===== src/rtl/uarch_pkg.sv =====
// Shared micro-architecture types and constants for the CDB writeback path.
// Source indices: 0 = alu0, 1 = alu1, 2 = mdu.
package uarch_pkg;

    localparam int unsigned CDB_PORTS_DEFAULT = 2;
    localparam int unsigned NUM_SRC           = 3;
    localparam int unsigned SRC_ALU0          = 0;
    localparam int unsigned SRC_ALU1          = 1;
    localparam int unsigned SRC_MDU           = 2;
    localparam int unsigned TAG_W             = 6;
    localparam int unsigned DATA_W            = 32;

    typedef struct packed {
        logic              valid;
        logic [TAG_W-1:0]  tag;
        logic [DATA_W-1:0] data;
    } writeback_packet_t;

    function automatic logic [1:0] popcnt3(input logic [2:0] v);
        return {1'b0, v[0]} + {1'b0, v[1]} + {1'b0, v[2]};
    endfunction

    function automatic logic [1:0] wrap3_inc(input logic [1:0] v);
        return (v == 2'd2) ? 2'd0 : v + 2'd1;
    endfunction

endpackage


===== src/rtl/cdb_rr_pick.sv =====
// Combinational 2-of-3 rotating pick; with fewer than 3 requesters every
// requester wins, otherwise the rotation (or forced mdu priority) decides.
module cdb_rr_pick
    import uarch_pkg::*;
(
    input  logic [NUM_SRC-1:0] i_req,
    input  logic [1:0]         i_rr_ptr,
    input  logic               i_force_mdu,
    output logic [NUM_SRC-1:0] o_gnt
);

    always_comb begin
        o_gnt = '0;
        if (&i_req) begin
            if (i_force_mdu) begin
                o_gnt[SRC_MDU] = 1'b1;
                // First ALU at or after rr_ptr; from mdu the rotation wraps to alu0.
                if (i_rr_ptr == 2'd1) begin
                    o_gnt[SRC_ALU1] = 1'b1;
                end else begin
                    o_gnt[SRC_ALU0] = 1'b1;
                end
            end else begin
                unique case (i_rr_ptr)
                    2'd0:    o_gnt = 3'b011;
                    2'd1:    o_gnt = 3'b110;
                    default: o_gnt = 3'b101;
                endcase
            end
        end else begin
            o_gnt = i_req;
        end
    end

endmodule


===== src/rtl/cdb_arbiter.sv =====
// Common data bus arbiter: two ALUs and one MDU share CDB_PORTS (=2) registered lanes.
// Optional statistics counters are built when CDB_ARB_STATS_EN is defined.
module cdb_arbiter
    import uarch_pkg::*;
#(
    parameter int unsigned CDB_PORTS    = CDB_PORTS_DEFAULT,
    parameter int unsigned STARVE_LIMIT = 4
) (
    input  logic                              i_clk,
    input  logic                              i_rst_n,
    input  logic                              i_flush,
    input  writeback_packet_t [1:0]           i_alu_result,
    input  writeback_packet_t                 i_mdu_result,
    output logic [1:0]                        o_alu_cdb_gnt,
    output logic                              o_mdu_cdb_gnt,
    output writeback_packet_t [CDB_PORTS-1:0] o_cdb_out,
    output logic [31:0]                       o_stat_bcast_cnt,
    output logic [31:0]                       o_stat_deny_cnt
);

    localparam logic [3:0] StarveMax = 4'(STARVE_LIMIT);

    writeback_packet_t [CDB_PORTS-1:0] r_cdb_out;
    logic [1:0]                        r_rr_ptr;
    logic [3:0]                        r_starve_cnt;

    writeback_packet_t [NUM_SRC-1:0]   w_src_pkt;
    writeback_packet_t [CDB_PORTS-1:0] w_cdb_d;
    logic [NUM_SRC-1:0]                w_req;
    logic [NUM_SRC-1:0]                w_pick;
    logic [NUM_SRC-1:0]                w_gnt;
    logic [3:0]                        w_gnt_pad;
    logic                              w_force_mdu;
    logic                              w_deny;
    logic                              w_lane_used;
    logic [1:0]                        w_idx;
    logic [1:0]                        w_last;
    logic [1:0]                        w_rr_d;
    logic [3:0]                        w_starve_d;

    assign w_src_pkt   = {i_mdu_result, i_alu_result};
    assign w_req       = {i_mdu_result.valid, i_alu_result[1].valid, i_alu_result[0].valid};
    assign w_force_mdu = (r_starve_cnt == StarveMax);

    cdb_rr_pick u_pick (
        .i_req       (w_req),
        .i_rr_ptr    (r_rr_ptr),
        .i_force_mdu (w_force_mdu),
        .o_gnt       (w_pick)
    );

    // Grants are suppressed outright during reset or flush.
    assign w_gnt  = (i_rst_n && !i_flush) ? w_pick : '0;
    assign w_deny = (&w_req) && !i_flush;

    assign o_alu_cdb_gnt = w_gnt[1:0];
    assign o_mdu_cdb_gnt = w_gnt[SRC_MDU];

    // Last granted source walking the rotation order from rr_ptr.
    always_comb begin
        w_gnt_pad = {1'b0, w_gnt};
        w_idx     = r_rr_ptr;
        w_last    = r_rr_ptr;
        for (int k = 0; k < NUM_SRC; k++) begin
            if (w_gnt_pad[w_idx]) begin
                w_last = w_idx;
            end
            w_idx = wrap3_inc(w_idx);
        end
    end

    always_comb begin
        w_rr_d     = r_rr_ptr;
        w_starve_d = '0;
        if (i_flush) begin
            w_rr_d     = '0;
            w_starve_d = '0;
        end else begin
            if (w_deny) begin
                w_rr_d = wrap3_inc(w_last);
            end
            if (w_req[SRC_MDU] && !w_gnt[SRC_MDU]) begin
                w_starve_d = (r_starve_cnt == StarveMax) ? StarveMax : r_starve_cnt + 4'd1;
            end
        end
    end

    // Lowest granted source index lands in lane 0.
    always_comb begin
        w_cdb_d     = '0;
        w_lane_used = 1'b0;
        for (int s = 0; s < NUM_SRC; s++) begin
            if (w_gnt[s]) begin
                if (!w_lane_used) begin
                    w_cdb_d[0]  = w_src_pkt[s];
                    w_lane_used = 1'b1;
                end else begin
                    w_cdb_d[1] = w_src_pkt[s];
                end
            end
        end
    end

    always_ff @(posedge i_clk or negedge i_rst_n) begin
        if (!i_rst_n) begin
            r_cdb_out    <= '0;
            r_rr_ptr     <= '0;
            r_starve_cnt <= '0;
        end else begin
            r_cdb_out    <= w_cdb_d;
            r_rr_ptr     <= w_rr_d;
            r_starve_cnt <= w_starve_d;
        end
    end

    assign o_cdb_out = r_cdb_out;

`ifdef CDB_ARB_STATS_EN
    logic [31:0] r_bcast_cnt;
    logic [31:0] r_deny_cnt;

    always_ff @(posedge i_clk or negedge i_rst_n) begin
        if (!i_rst_n) begin
            r_bcast_cnt <= '0;
            r_deny_cnt  <= '0;
        end else begin
            r_bcast_cnt <= r_bcast_cnt + {30'd0, popcnt3(w_gnt)};
            if (w_deny) begin
                r_deny_cnt <= r_deny_cnt + 32'd1;
            end
        end
    end

    assign o_stat_bcast_cnt = r_bcast_cnt;
    assign o_stat_deny_cnt  = r_deny_cnt;
`else
    assign o_stat_bcast_cnt = '0;
    assign o_stat_deny_cnt  = '0;
`endif

endmodule


===== config.mk =====
export PLATFORM = sky130hd
export DESIGN_NAME = cdb_arbiter
export DESIGN_NICKNAME = d
export VERILOG_FILES = /design/src/rtl/uarch_pkg.sv /design/src/rtl/cdb_rr_pick.sv /design/src/rtl/cdb_arbiter.sv
export SDC_FILE = /design/constraint.sdc
export NUM_CORES = 1
export LEC_CHECK = 0
export CAP_MARGIN = 20
export CELL_PAD_IN_SITES_DETAIL_PLACEMENT = 0
export CELL_PAD_IN_SITES_GLOBAL_PLACEMENT = 2
export CORE_UTILIZATION = 21
export DETAILED_ROUTE_END_ITERATION = 8
export MAX_ROUTING_LAYER = met4
export PLACE_DENSITY_LB_ADDON = 0.15
export SYNTH_ARGS = -nofsm -noshare
export SYNTH_HDL_FRONTEND = slang
export SYNTH_SLANG_ARGS = --single-unit

===== constraint.sdc =====
create_clock -name i_clk -period 2.5 [get_ports i_clk]
set_clock_uncertainty 0.05 [all_clocks]
set_input_delay 0.375 -clock i_clk [delete_from_list [all_inputs] [get_ports i_clk]]
set_output_delay 0.375 -clock i_clk [all_outputs]
set_load 0.03 [all_outputs]

==> impl_metrics.csv <==
group,metric,value,unit
status,outcome,"completed",
clocking,clk-insertion-delay-late,0.34,ns
worst_setup_path,cp_slowest_cell,"clkdlybuf4s50_1",
die,dieArea,0.0217,mm^2
yosys,synth_commonest_cells,"dfrtp_1 (84), inv_1 (79), buf_4 (64), o32ai_1 (38)",
routing,routed.top_layer,"met4",
power,vdd_ir_drop_max,0.258,mV
job,maxCapViolCount,0,
place,gp_congestion,0.806,
worst_setup_path,end_kind,"output pin",
yosys,synth-seq-area-share,0.474,
routing,wl_met3,1270,um
timing,fin_crit,2.38,ns
routing,dr.pass1.iters,9,
power,p_leak,3.33,nW
die,coreArea,0.0205,mm^2
grt,grt_pass1_vias,3925,
routing,drc,0,
timing,fin_tns_setup,0,ns
grt,grt_use_total,0.152,
worst_setup_path,criticalPathCategory,"input port to output pin",
timing,tightest_slew,0.925,ns
routing,via_count,3919,
yosys,avgSynthCellArea,10.5,um^2
worst_setup_path,cp.required,2.08,ns
routing,detail-route-antenna-nets,0,
yosys,ys_types,42,
yosys,synth_warnings,0,
cells_and_area,synthToLayoutAreaGrowth,56.4,%
clocking,cts.path.max_buffers,2,
clocking,clk_pin_slew_worst_paths,0.06,ns
die,std_cell_rows,52,
routing,drt_wl_total,16300,um
clocking,cts_tree,"yes",
timing,relSlewSlack,0.381,
yosys,yosysMostFrequentCell,"dfrtp_1",
worst_setup_path,critPathLaunchType,"input port",
timing,max_freq,420,MHz
yosys,async_flop_share,1.00,
worst_setup_path,worstPathCellList,"clkdlybuf4s50_1, and2b_2, buf_4, and3_4, and2_2, buf_4",
timing,rsz0062_at_grt,"false",
worst_hold_path,hold_class,"input port to async pin",
grt,grt_max_degree,67,
worst_setup_path,slowest_delay,0.43,ns
die,start_util,0.216,
yosys,ys_ff_latch,84,
yosys,synth_cells,424,
yosys,synth_ff_type,"dfrtp_1",
clocking,htree_levels,3,
routing,wl_met1,7510,um
clocking,clock-sinks,84,
die,die_width,147,um
timing,hold_viol,0,
die,die_h,147,um
worst_setup_path,path_max_fanout,21,
cells_and_area,final_nets,752,
clocking,cts-root-buf,"clkbuf_16",
timing,fin_crit_sh,0.952,
cells_and_area,fillers,2090,
timing,finalMaxSlewViolations,0,
worst_setup_path,crit_family,"buffers and inverters",
yosys,synth_area,0.00443,mm^2
yosys,yosysTopAreaCell,"dfrtp_1",
routing,viasPerCell,4.33,
power,power.total,3.63,mW
yosys,synth_top_area_share,0.474,
worst_setup_path,critPathArrivalTime,1.95,ns
routing,first_iter_violations,128,
grt,antenna_found_initial,1,
die,io_pins,265,
place,dp_hpwl,11300,um
clocking,cts_made_buffers,9,
grt,grt_first_pass_wirelength,23700,um
yosys,synth.top_cells.by_area,"dfrtp_1 (47%), buf_4 (11%), a221o_2 (9.1%), o32ai_1 (7.5%), inv_1 (6.7%)",
cells_and_area,drive_gt1_frac,0.148,
grt,grt_remaining_overflow,0,
worst_setup_path,cp_num_buf_inv,3,
place,io_buffers,200,
routing,route.met2.wl,7340,um
worst_setup_path,critPathMostFrequentCell,"buf_4",
routing,wl_per_cell,18.0,um
power,power_density,524,mW/mm^2
timing,finalSetupViolations,0,
yosys,synth_edf_count,0,
[power breakdown]
group	total, mW	leakage, nW	internal [mW]	switching [mW]
sequential	1.43	1.15	1.41	0.0189
clock	1.40	0.151	0.823	0.581
combinational	0.803	2.03	0.344	0.459
total	3.63	3.33	2.57	1.06
[per-layer routing]
layer,up-vias,GRT usage
li1,1768,-
met1,1925,0.196
met2,210,0.233
met3,16,0.0413
met4,0,0.0428
met5,-,-
[tightest hold or removal path: cells and delay by family]
kind	cells	cell delay [ns]
buf+inv	3	0.86
[through the flow]
step                      hold slack [ns]  setup WS [ns]  instance area [um^2]   util  std cells
after floorplan                    0.0294          0.389                  4670      -        487
after global placement              0.348         -0.128                  6580  0.321        886
after detailed placement            0.342        -0.0189                  6600  0.322        887
after CTS                           0.367         0.0186                  6920  0.338        903
after global routing                0.381         0.0124                  6930  0.338        905
final                               0.300          0.120                  6930  0.338        905
[area by class of cell]
cell class	count	area [um^2]	share of cell area
antenna	1	2.50	0.000361
multi-input combinational	231	1640	0.237
clock buffer	11	253	0.0364
timing repair buffer	225	2250	0.325
clock inverter	4	48.8	0.00704
sequential	84	2100	0.303
inverter	79	297	0.0428
tap	270	338	0.0487
[sequential cells by signal (all words and copies together), names as in the netlist]
register and flops:
o_cdb_out 78, r_rr_ptr 2, r_starve_cnt 4
[path summary, 6_finish.rpt]
check	from	to	slack [ns]	depth (start not counted)
max in group asynchronous	i_rst_n	o_cdb_out[30]	1.05	3
min in group i_clk	r_starve_cnt[0]	r_starve_cnt[0]	0.46	1
hold reg to reg	r_starve_cnt[0]	r_starve_cnt[0]	0.46	1
setup reg to reg	r_starve_cnt[0]	o_cdb_out[5]	0.31	8
setup / recovery	i_flush	o_alu_cdb_gnt[1]	0.12	6
hold / removal	i_rst_n	r_starve_cnt[1]	0.30	3
[kinds of logic after synthesis]
kind of cell | share of synthesized area
flops | 0.474
buf+inv | 0.215
compound gates | 0.200
xor+xnor | 0.00395
fa+ha+maj | 0.00790
other cells | 0.000846
simple gates | 0.0985
[placed cells by master, fill, tap and decap left out, types with 2 or more instances in the layout]
cell and n:
conb_1 64, and2_2 2, nand2_1 7, and2b_2 2, clkbuf_8 2, a31oi_1 2
clkinv_2 2, ha_1 2, a21oi_1 3, nor2_1 5, buf_12 4, inv_1 79
a221o_2 36, buf_4 23, o21ai_0 2, nand3b_1 4, o32ai_1 38, and3_1 36
nand3_1 4, clkdlybuf4s50_1 196, o31ai_1 2, clkbuf_16 9, nor3_1 2, dfrtp_1 84
[timing repair]
item | CTS | global route
hold endpoints to repair | 18 | 0
hold buffers | 1 | 0
resized for setup | 1 | 1
setup buffers | 0 | 1
cloned | 0 | 0
endpoints found under the setup margin | 2 | 2
pin swaps | 1 | 2
No activity file was read; power rests on OpenSTA's default activity.
